$ cat config.mk
export PLATFORM = sky130hd
export DESIGN_NAME = ram_accum_ctrl
export DESIGN_NICKNAME = d
export VERILOG_FILES = /design/src/rtl/ram_accum_ctrl.sv
export SDC_FILE = /design/constraint.sdc
export NUM_CORES = 1
export LEC_CHECK = 0
export CAP_MARGIN = 30
export CORE_UTILIZATION = 31
export DETAILED_ROUTE_END_ITERATION = 8
export GPL_ROUTABILITY_DRIVEN = 0
export HOLD_SLACK_MARGIN = 0.12
export SYNTH_ARGS = -nofsm -noshare
export SYNTH_HDL_FRONTEND = slang
export SYNTH_SLANG_ARGS = --single-unit
$ cat constraint.sdc
create_clock -name clk -period 4.1 [get_ports clk]
set_input_delay 0.615 -clock clk [delete_from_list [all_inputs] [get_ports clk]]
set_output_delay 0.615 -clock clk [all_outputs]
set_load 0.02 [all_outputs]
$ cat src/rtl/ram_accum_ctrl.sv
// Read-modify-write accumulator controller for an external single-port, read-first RAM
// with 1-cycle registered read data: clear sweep, accumulate, readout and sticky saturation.
module ram_accum_ctrl #(
  parameter int ADDR_W = 6,
  parameter int DATA_W = 16
) (
  input  logic              clk,
  input  logic              rst_n,
  input  logic              clr,
  input  logic              in_valid,
  output logic              in_ready,
  input  logic [ADDR_W-1:0] in_addr,
  input  logic [DATA_W-1:0] in_inc,
  input  logic              rd_req,
  input  logic [ADDR_W-1:0] rd_addr,
  output logic              rd_valid,
  output logic [DATA_W-1:0] rd_data,
  output logic              busy,
  output logic              sat,
  output logic              ram_en,
  output logic              ram_we,
  output logic [ADDR_W-1:0] ram_addr,
  output logic [DATA_W-1:0] ram_di,
  input  logic [DATA_W-1:0] ram_do
);

  typedef enum logic [2:0] {
    S_CLR    = 3'd0,
    S_IDLE   = 3'd1,
    S_ACC_RD = 3'd2,
    S_ACC_WR = 3'd3,
    S_RD_RD  = 3'd4,
    S_RD_OUT = 3'd5
  } state_t;

  localparam logic [ADDR_W-1:0] CNT_LAST = {ADDR_W{1'b1}};
  localparam logic [ADDR_W-1:0] CNT_ONE  = {{(ADDR_W-1){1'b0}}, 1'b1};

  // MSB of the result flags a carry-out; the low word is clamped to all-ones in that case.
  function automatic logic [DATA_W:0] sat_add(input logic [DATA_W-1:0] a,
                                              input logic [DATA_W-1:0] b);
    logic [DATA_W:0] sum;
    sum = {1'b0, a} + {1'b0, b};
    if (sum[DATA_W]) begin
      sat_add = {1'b1, {DATA_W{1'b1}}};
    end else begin
      sat_add = sum;
    end
  endfunction

  state_t              r_state;
  logic [ADDR_W-1:0]   r_cnt;
  logic [ADDR_W-1:0]   r_addr;
  logic [DATA_W-1:0]   r_inc;
  logic                r_sat;
  logic [DATA_W-1:0]   r_rd_data;
  logic                r_rd_valid;
  // Low only in the first cycle after reset release, so RAM strobes stay quiet during reset.
  logic                r_live;

  state_t              w_state_nxt;
  logic [ADDR_W-1:0]   w_cnt_nxt;
  logic [ADDR_W-1:0]   w_addr_nxt;
  logic [DATA_W-1:0]   w_inc_nxt;
  logic                w_sat_nxt;
  logic [DATA_W-1:0]   w_rd_data_nxt;
  logic                w_rd_valid_nxt;
  logic                w_in_ready;
  logic                w_ram_en;
  logic                w_ram_we;
  logic [ADDR_W-1:0]   w_ram_addr;
  logic [DATA_W-1:0]   w_ram_di;
  logic [DATA_W:0]     w_acc;

  assign w_acc = sat_add(ram_do, r_inc);

  // State register and datapath registers.
  always_ff @(posedge clk or negedge rst_n) begin
    if (!rst_n) begin
      r_state    <= S_CLR;
      r_cnt      <= {ADDR_W{1'b0}};
      r_addr     <= {ADDR_W{1'b0}};
      r_inc      <= {DATA_W{1'b0}};
      r_sat      <= 1'b0;
      r_rd_data  <= {DATA_W{1'b0}};
      r_rd_valid <= 1'b0;
      r_live     <= 1'b0;
    end else begin
      r_state    <= w_state_nxt;
      r_cnt      <= w_cnt_nxt;
      r_addr     <= w_addr_nxt;
      r_inc      <= w_inc_nxt;
      r_sat      <= w_sat_nxt;
      r_rd_data  <= w_rd_data_nxt;
      r_rd_valid <= w_rd_valid_nxt;
      r_live     <= 1'b1;
    end
  end

  // Next-state and RAM strobe decode; strobes depend on registers only.
  always_comb begin
    w_state_nxt    = r_state;
    w_cnt_nxt      = r_cnt;
    w_addr_nxt     = r_addr;
    w_inc_nxt      = r_inc;
    w_sat_nxt      = r_sat;
    w_rd_data_nxt  = r_rd_data;
    w_rd_valid_nxt = 1'b0;
    w_in_ready     = 1'b0;
    w_ram_en       = 1'b0;
    w_ram_we       = 1'b0;
    w_ram_addr     = r_addr;
    w_ram_di       = {DATA_W{1'b0}};
    case (r_state)
      S_CLR: begin
        w_ram_addr = r_cnt;
        if (r_live) begin
          w_ram_en = 1'b1;
          w_ram_we = 1'b1;
          if (r_cnt == CNT_LAST) begin
            w_cnt_nxt   = {ADDR_W{1'b0}};
            w_state_nxt = S_IDLE;
          end else begin
            w_cnt_nxt = r_cnt + CNT_ONE;
          end
        end else begin
          w_cnt_nxt = r_cnt;
        end
      end
      S_IDLE: begin
        w_in_ready = !clr && !rd_req;
        if (clr) begin
          w_state_nxt = S_CLR;
          w_cnt_nxt   = {ADDR_W{1'b0}};
          w_sat_nxt   = 1'b0;
        end else if (rd_req) begin
          w_state_nxt = S_RD_RD;
          w_addr_nxt  = rd_addr;
        end else if (in_valid) begin
          w_state_nxt = S_ACC_RD;
          w_addr_nxt  = in_addr;
          w_inc_nxt   = in_inc;
        end else begin
          w_state_nxt = S_IDLE;
        end
      end
      S_ACC_RD: begin
        w_ram_en    = 1'b1;
        w_state_nxt = S_ACC_WR;
      end
      S_ACC_WR: begin
        // The write lands before the next read can issue, so same-address streams need no bypass.
        w_ram_en    = 1'b1;
        w_ram_we    = 1'b1;
        w_ram_di    = w_acc[DATA_W-1:0];
        w_state_nxt = S_IDLE;
        if (w_acc[DATA_W]) begin
          w_sat_nxt = 1'b1;
        end else begin
          w_sat_nxt = r_sat;
        end
      end
      S_RD_RD: begin
        w_ram_en    = 1'b1;
        w_state_nxt = S_RD_OUT;
      end
      S_RD_OUT: begin
        w_rd_data_nxt  = ram_do;
        w_rd_valid_nxt = 1'b1;
        w_state_nxt    = S_IDLE;
      end
      default: begin
        w_state_nxt = S_CLR;
        w_cnt_nxt   = {ADDR_W{1'b0}};
      end
    endcase
  end

  assign in_ready = w_in_ready;
  assign busy     = (r_state != S_IDLE);
  assign sat      = r_sat;
  assign rd_valid = r_rd_valid;
  assign rd_data  = r_rd_data;
  assign ram_en   = w_ram_en;
  assign ram_we   = w_ram_we;
  assign ram_addr = w_ram_addr;
  assign ram_di   = w_ram_di;

endmodule

==> results.py, run 1 <==
metrics = {
    "layout": {
        "fin_cells": 571,
        "nets": 505,
        "multi_input_area_um2": 1720,
        "n_fill_cell": 960,
        "syn2layout_area_growth_pct": 40.9,
        "seqCellArea_um2": 1250,
        "layout-drive-gt1-share": 0.112,
        "fin_util": 0.448,
        "postLayoutCellArea_um2": 4340,
        "antenna_cells": 0,
    },
    "power_and_ir_drop": {
        "p_sw_uw": 481,
        "powerDensity_nw_per_um2": 358,
        "clock_power_share": 0.279,
        "cellInternalPower_uw": 1070,
        "p_leak_uw": 0.00206,
        "power_switching_share": 0.309,
        "comb_power_share": 0.326,
        "ir_worst_vdd_uv": 152,
        "power_frac_seq": 0.395,
    },
    "run": {
        "maxCapViolCount": 0,
    },
    "clock_network": {
        "cts_buffer_depth": 2,
        "cts_root_buffer": "clkbuf_8",
        "h-tree-depth": 2,
        "cts_made_buffers": 5,
        "clock_latency_ps": 300,
        "cts_tree": "done",
        "clk_pin_slew_ps": 100,
        "clock-sinks": 50,
    },
    "detailed_routing": {
        "final_antenna_net_count": 0,
        "routed_wl_um": 8290,
        "avgRoutedWirePerCell_um": 14.5,
        "drtIter0Drc": 142,
        "post-route-drc-count": 0,
        "viasPerCell": 4.81,
        "num_vias": 2749,
        "drtPass1Iterations": 4,
    },
    "worst_setup_path": {
        "cp.required_ps": 3480,
        "crit_arrival_ps": 3340,
        "cp_max_fo": 15,
        "end_kind": "primary output",
        "critPathKind": "input port to primary output",
        "start_kind": "input port",
    },
    "floorplanning": {
        "die-width_um": 102,
        "dieArea_um2": 10300,
        "start_util": 0.318,
        "core_area_um2": 9680,
        "rows": 36,
        "ioPinCount": 93,
        "die_h_um": 102,
    },
    "sta": {
        "slew_headroom": 0.388,
        "finalSetupViolCount": 0,
        "rsz0062_at_grt": "no",
        "hold_slack_ps": 418,
        "fin_skew_ps": 5.86,
        "final_hold_viol_count": 0,
        "worstMarginPinSlew_ps": 915,
        "final_max_slew_viol_count": 0,
        "period_minus_slack_ps": 3960,
        "post-route-period-util": 0.965,
        "tns_ps": 0,
        "clock.fmax_mhz": 253,
    },
    "synth": {
        "yosys_warnings": 0,
        "async_flop_share": 1.00,
        "yosysUniqueCellTypes": 50,
        "synth-seq-cells": 50,
        "syn_avg_cell_area_um2": 9.14,
        "yosys-top-cells-area": "dfrtp_1 41%, nand2_1 10%, ha_1 7.3%",
        "syn_inst": 337,
        "yosysSeqAreaShare": 0.406,
        "synth.top_cells.by_count": "82 x nand2_1, 50 x dfrtp_1, 36 x a21oi_1",
        "synth_flop_cell": "dfrtp_1",
        "syn_area_um2": 3080,
        "synth.most_common_cell": "nand2_1",
        "synth_top_area_frac": 0.406,
        "synth_edf_count": 0,
        "synth_top_area_cell": "dfrtp_1",
        "syn_nets": 405,
    },
    "placement": {
        "io_buffers": 92,
        "hpwl_um": 6140,
        "postPlaceCellArea_um2": 4210,
        "dp_cells": 563,
    },
    "grt": {
        "grt_pass1_wl_um": 13400,
        "overflow": 0,
        "grt_pass1_vias": 2796,
        "track_usage": 0.168,
        "antenna_found_initial": 0,
        "grt_max_degree": 51,
    },
    "hold_path": {
        "hold_path_class": "input port to asynchronous set/reset pin",
    },
    "run_status": {
        "status": "finished, final reports clean",
    },
}
power by group through the flow:
stage                     combinational, µW  clock, µW  sequential, µW
final                                   507        435             614
after global routing                    557        467             623
after CTS                               506        446             613
after detailed placement                504          0             623
after global placement                  498          0             620
after floorplan                         280          0             622
registers in the layout, summed over array words and instances (netlist names):
| register | cells |
|---|---|
| r_addr | 6 |
| r_cnt | 6 |
| r_inc | 16 |
| r_live | 1 |
| r_state | 3 |
| rd_data | 16 |
| rd_valid | 1 |
| sat | 1 |
path summary, 6_finish.rpt:
path	start	cells past startpoint	endpoint	slack, ps
worst min register to register	rd_data[2]	2	rd_data[2]	480
worst max register to register	r_inc[0]	9	sat	1640
max in group asynchronous	rst_n	2	rd_data[15]	3250
min in group clk	rd_data[2]	2	rd_data[2]	480
worst min-delay path	rst_n	2	rd_data[0]	420
worst max-delay path	ram_do[0]	11	ram_di[0]	140
cells in the final DEF (no fill, tap or decap), drive strengths merged, types with 2 or more instances in the layout:
cell type,Yosys,layout
nand2,83,83
clkdlybuf4s50,0,75
dfrtp,50,50
a21oi,37,37
nor2,18,18
ha,18,18
buf,9,18
mux2,16,16
dlygate4sd2,0,15
o21ai,14,14
nand3,7,7
xor2,7,7
xnor2,7,7
mux2i,6,6
clkbuf,7,6
a21o,5,5
inv,5,5
nor3,5,5
a31oi,4,4
nor2b,3,3
or3,3,3
and3,3,3
o31ai,3,3
a211oi,3,3
o21a,2,2
o21bai,2,2
bufinv,0,2
kinds of logic (layout without fill, tap and decap cells):
logic type,after synthesis,count (layout),share of synthesized area
fa+ha+maj,19,19,0.0796
buf+inv,22,123,0.0386
simple gates,130,130,0.185
compound gates,79,79,0.160
xor+xnor,14,14,0.0398
other cells,1,1,0.00122
flops,50,50,0.406
mux,22,22,0.0890
worst max-delay path, stage by stage:
cell and delay (ps):
clkdlybuf4s50_1 420, ha_1 240, fa_1 390, a21o_1 230, a221oi_4 310, o221a_2 270, o21ai_2 80, a21oi_4 190
buf_12 160, a21oi_1 70, dlygate4sd2_1 360
area by class of cell:
cell class,count,area share
clock inverter,2,0.0138
timing repair buffer,109,0.239
sequential,50,0.288
multi-input combinational,265,0.397
clock buffer,6,0.0190
tap,133,0.0383
inverter,6,0.00519
metrics by stage:
step           total power [µW]  setup WS, ps
2_1_floorplan               902           820
4_1_cts                    1570           107
5_1_grt                    1650          12.7
6_report                   1560           143
3_5_place_dp               1130          -129
3_3_place_gp               1120          -125
layer usage:
layer  global-route usage  share of wire  vias to the layer above
met1                0.220           0.45                     1285
met2                0.285           0.47                       84
met5                    0              0                        -
met3               0.0283          0.066                        6
li1                     -              -                     1374
met4               0.0446          0.014                        0
repair_timing:
action	CTS	global route
setup buffers	0	0
resized for setup	16	2
endpoints found under the setup margin	16	15
hold buffers	0	0
Note: power is estimated with default switching activity, not from simulation.
==> run 2, diff against run 1 <==
--- a/config.mk
+++ b/config.mk
@@ -10,6 +10,7 @@
 export DETAILED_ROUTE_END_ITERATION = 8
 export GPL_ROUTABILITY_DRIVEN = 0
 export HOLD_SLACK_MARGIN = 0.12
+export PLACE_DENSITY = 0.61
 export SYNTH_ARGS = -nofsm -noshare
 export SYNTH_HDL_FRONTEND = slang
 export SYNTH_SLANG_ARGS = --single-unit
==> run 2 against run 1 <==
  * Worst hold slack worse by 170 ps
  * First-iteration DRC count up 63%
  * Critical path depth unchanged
  * Global-route usage down 0.059 points
  * Clock skew up 6.4 ps
==> results.py, run 2 (same netlist as run 1, synthesis figures left out) <==
metrics = {
    "run_status": {
        "status": "finished, final reports clean",
    },
    "sta": {
        "period_minus_slack_ps": 3960,
        "slew_headroom": 0.414,
        "clock.fmax_mhz": 252,
        "worstMarginPinSlew_ps": 877,
        "fin_skew_ps": 12.2,
        "rsz0062_at_grt": "no",
        "tns_ps": 0,
        "final_max_slew_viol_count": 0,
        "post-route-period-util": 0.966,
        "finalSetupViolCount": 0,
        "final_hold_viol_count": 0,
    },
    "placement": {
        "io_buffers": 92,
        "postPlaceCellArea_um2": 4190,
        "hpwl_um": 6170,
    },
    "detailed_routing": {
        "avgRoutedWirePerCell_um": 14.2,
        "viasPerCell": 4.80,
        "final_antenna_net_count": 0,
        "post-route-drc-count": 0,
        "drtPass1Iterations": 4,
        "routed_wl_um": 8120,
        "drtIter0Drc": 231,
        "num_vias": 2743,
    },
    "power_and_ir_drop": {
        "p_sw_uw": 478,
        "cellInternalPower_uw": 932,
        "powerDensity_nw_per_um2": 329,
        "p_leak_uw": 0.00199,
        "clock_power_share": 0.210,
        "ir_worst_vdd_uv": 164,
        "comb_power_share": 0.355,
        "power_frac_seq": 0.435,
        "power_switching_share": 0.339,
    },
    "worst_setup_path": {
        "end_kind": "primary output",
        "critPathKind": "input port to primary output",
        "cp.required_ps": 3480,
        "crit_arrival_ps": 3350,
        "cp_max_fo": 5,
        "start_kind": "input port",
        "rr_worst_depth": 4,
    },
    "layout": {
        "antenna_cells": 0,
        "final_common_cell": "nand2_1",
        "syn2layout_area_growth_pct": 39.1,
        "n_fill_cell": 975,
        "mostFrequentLayoutCells": "82 x nand2_1, 75 x clkdlybuf4s50_1, 50 x dfrtp_1",
        "postLayoutCellArea_um2": 4290,
        "layout-drive-gt1-share": 0.112,
        "nets": 505,
    },
    "clock_network": {
        "cts_root_buffer": "clkbuf_8",
        "clk_pin_slew_ps": 100,
        "clock-sinks": 50,
        "cts_buffer_depth": 2,
        "cts_made_buffers": 5,
        "cts_tree": "done",
        "clock_latency_ps": 300,
        "postCtsHoldBufs": 0,
        "h-tree-depth": 2,
    },
    "grt": {
        "grt_max_degree": 32,
        "antenna_found_initial": 0,
        "grt_pass1_vias": 2774,
        "grt_pass1_wl_um": 13300,
        "overflow": 0,
        "track_usage": 0.167,
    },
    "floorplanning": {
        "die_h_um": 102,
        "start_util": 0.318,
        "rows": 36,
        "dieArea_um2": 10300,
        "die-width_um": 102,
        "ioPinCount": 93,
        "core_area_um2": 9680,
    },
    "run": {
        "maxCapViolCount": 0,
    },
    "hold_path": {
        "hold_path_class": "input port to asynchronous set/reset pin",
    },
}
[run 2: changes by cell type in the layout (fill, tap and decap cells not counted), sizes merged]
cell / change
dlygate4sd2: -9
inv: +1
clkdlybuf4s15: +9
clkbuf: -1
bufinv: -2
clkinv: +2
[run 2: power by group through the flow]
stage               registers, µW  logic [µW]  clock network, µW
finish                        614         501                296
CTS                           613         501                309
global route                  623         554                330
floorplan                     622         280                  0
global placement              621         492                  0
detailed placement            623         496                  0
[run 2: layer usage]
layer / vias up / track usage / share of wire
met5: - / 0 / 0
met4: 0 / 0.0446 / 0.022
met3: 14 / 0.0373 / 0.061
met2: 96 / 0.272 / 0.45
met1: 1266 / 0.224 / 0.46
li1: 1367 / - / -
[run 2: what timing repair did]
action / 4_1_cts / 5_1_grt
buffers inserted: 0 / 1
setup endpoints to repair: 16 / 15
pin swaps: 0 / 1
gates resized for setup: 17 / 10
[run 2: layout make-up]
type                    instances  area (µm²)  share of cell area
clock inverters                 3        18.8             0.00438
well taps                     133         166              0.0388
clock buffers                   5        68.8              0.0161
inverters                       6        22.5             0.00526
flip-flops and latches         50        1250               0.292
multi-input cells             265        1720               0.402
repair buffers                109        1040               0.242
[run 2: critical path: stages]
cell and delay [ps]:
clkdlybuf4s50_1 430, ha_1 240, fa_1 390, a21o_1 230, a221oi_4 310, o221a_2 270, o21ai_2 80, a21oi_4 170
buf_4 160, a21oi_1 80, dlygate4sd2_1 360
[run 2: final timing paths]
kind	startpoint	to	slack, ps
min in group clk	rd_data[2]	rd_data[2]	490
max	ram_do[0]	ram_di[4]	140
max in group asynchronous	rst_n	r_inc[2]	3060
min reg2reg	rd_data[2]	rd_data[2]	490
min	rst_n	rd_valid	250
max reg2reg	r_state[1]	rd_data[10]	1670
[run 2: stage by stage]
step           hold slack [ps]  cells  worst slack [ps]  utilization  total power, µW
2_1_floorplan              319    337               820            -              902
5_1_grt                    272    571              2.50        0.443             1510
3_3_place_gp               458    562              -145        0.432             1110
4_1_cts                    254    570              83.5        0.440             1420
3_5_place_dp               466    562              -210        0.432             1120
6_report                   249    571               139        0.443             1410
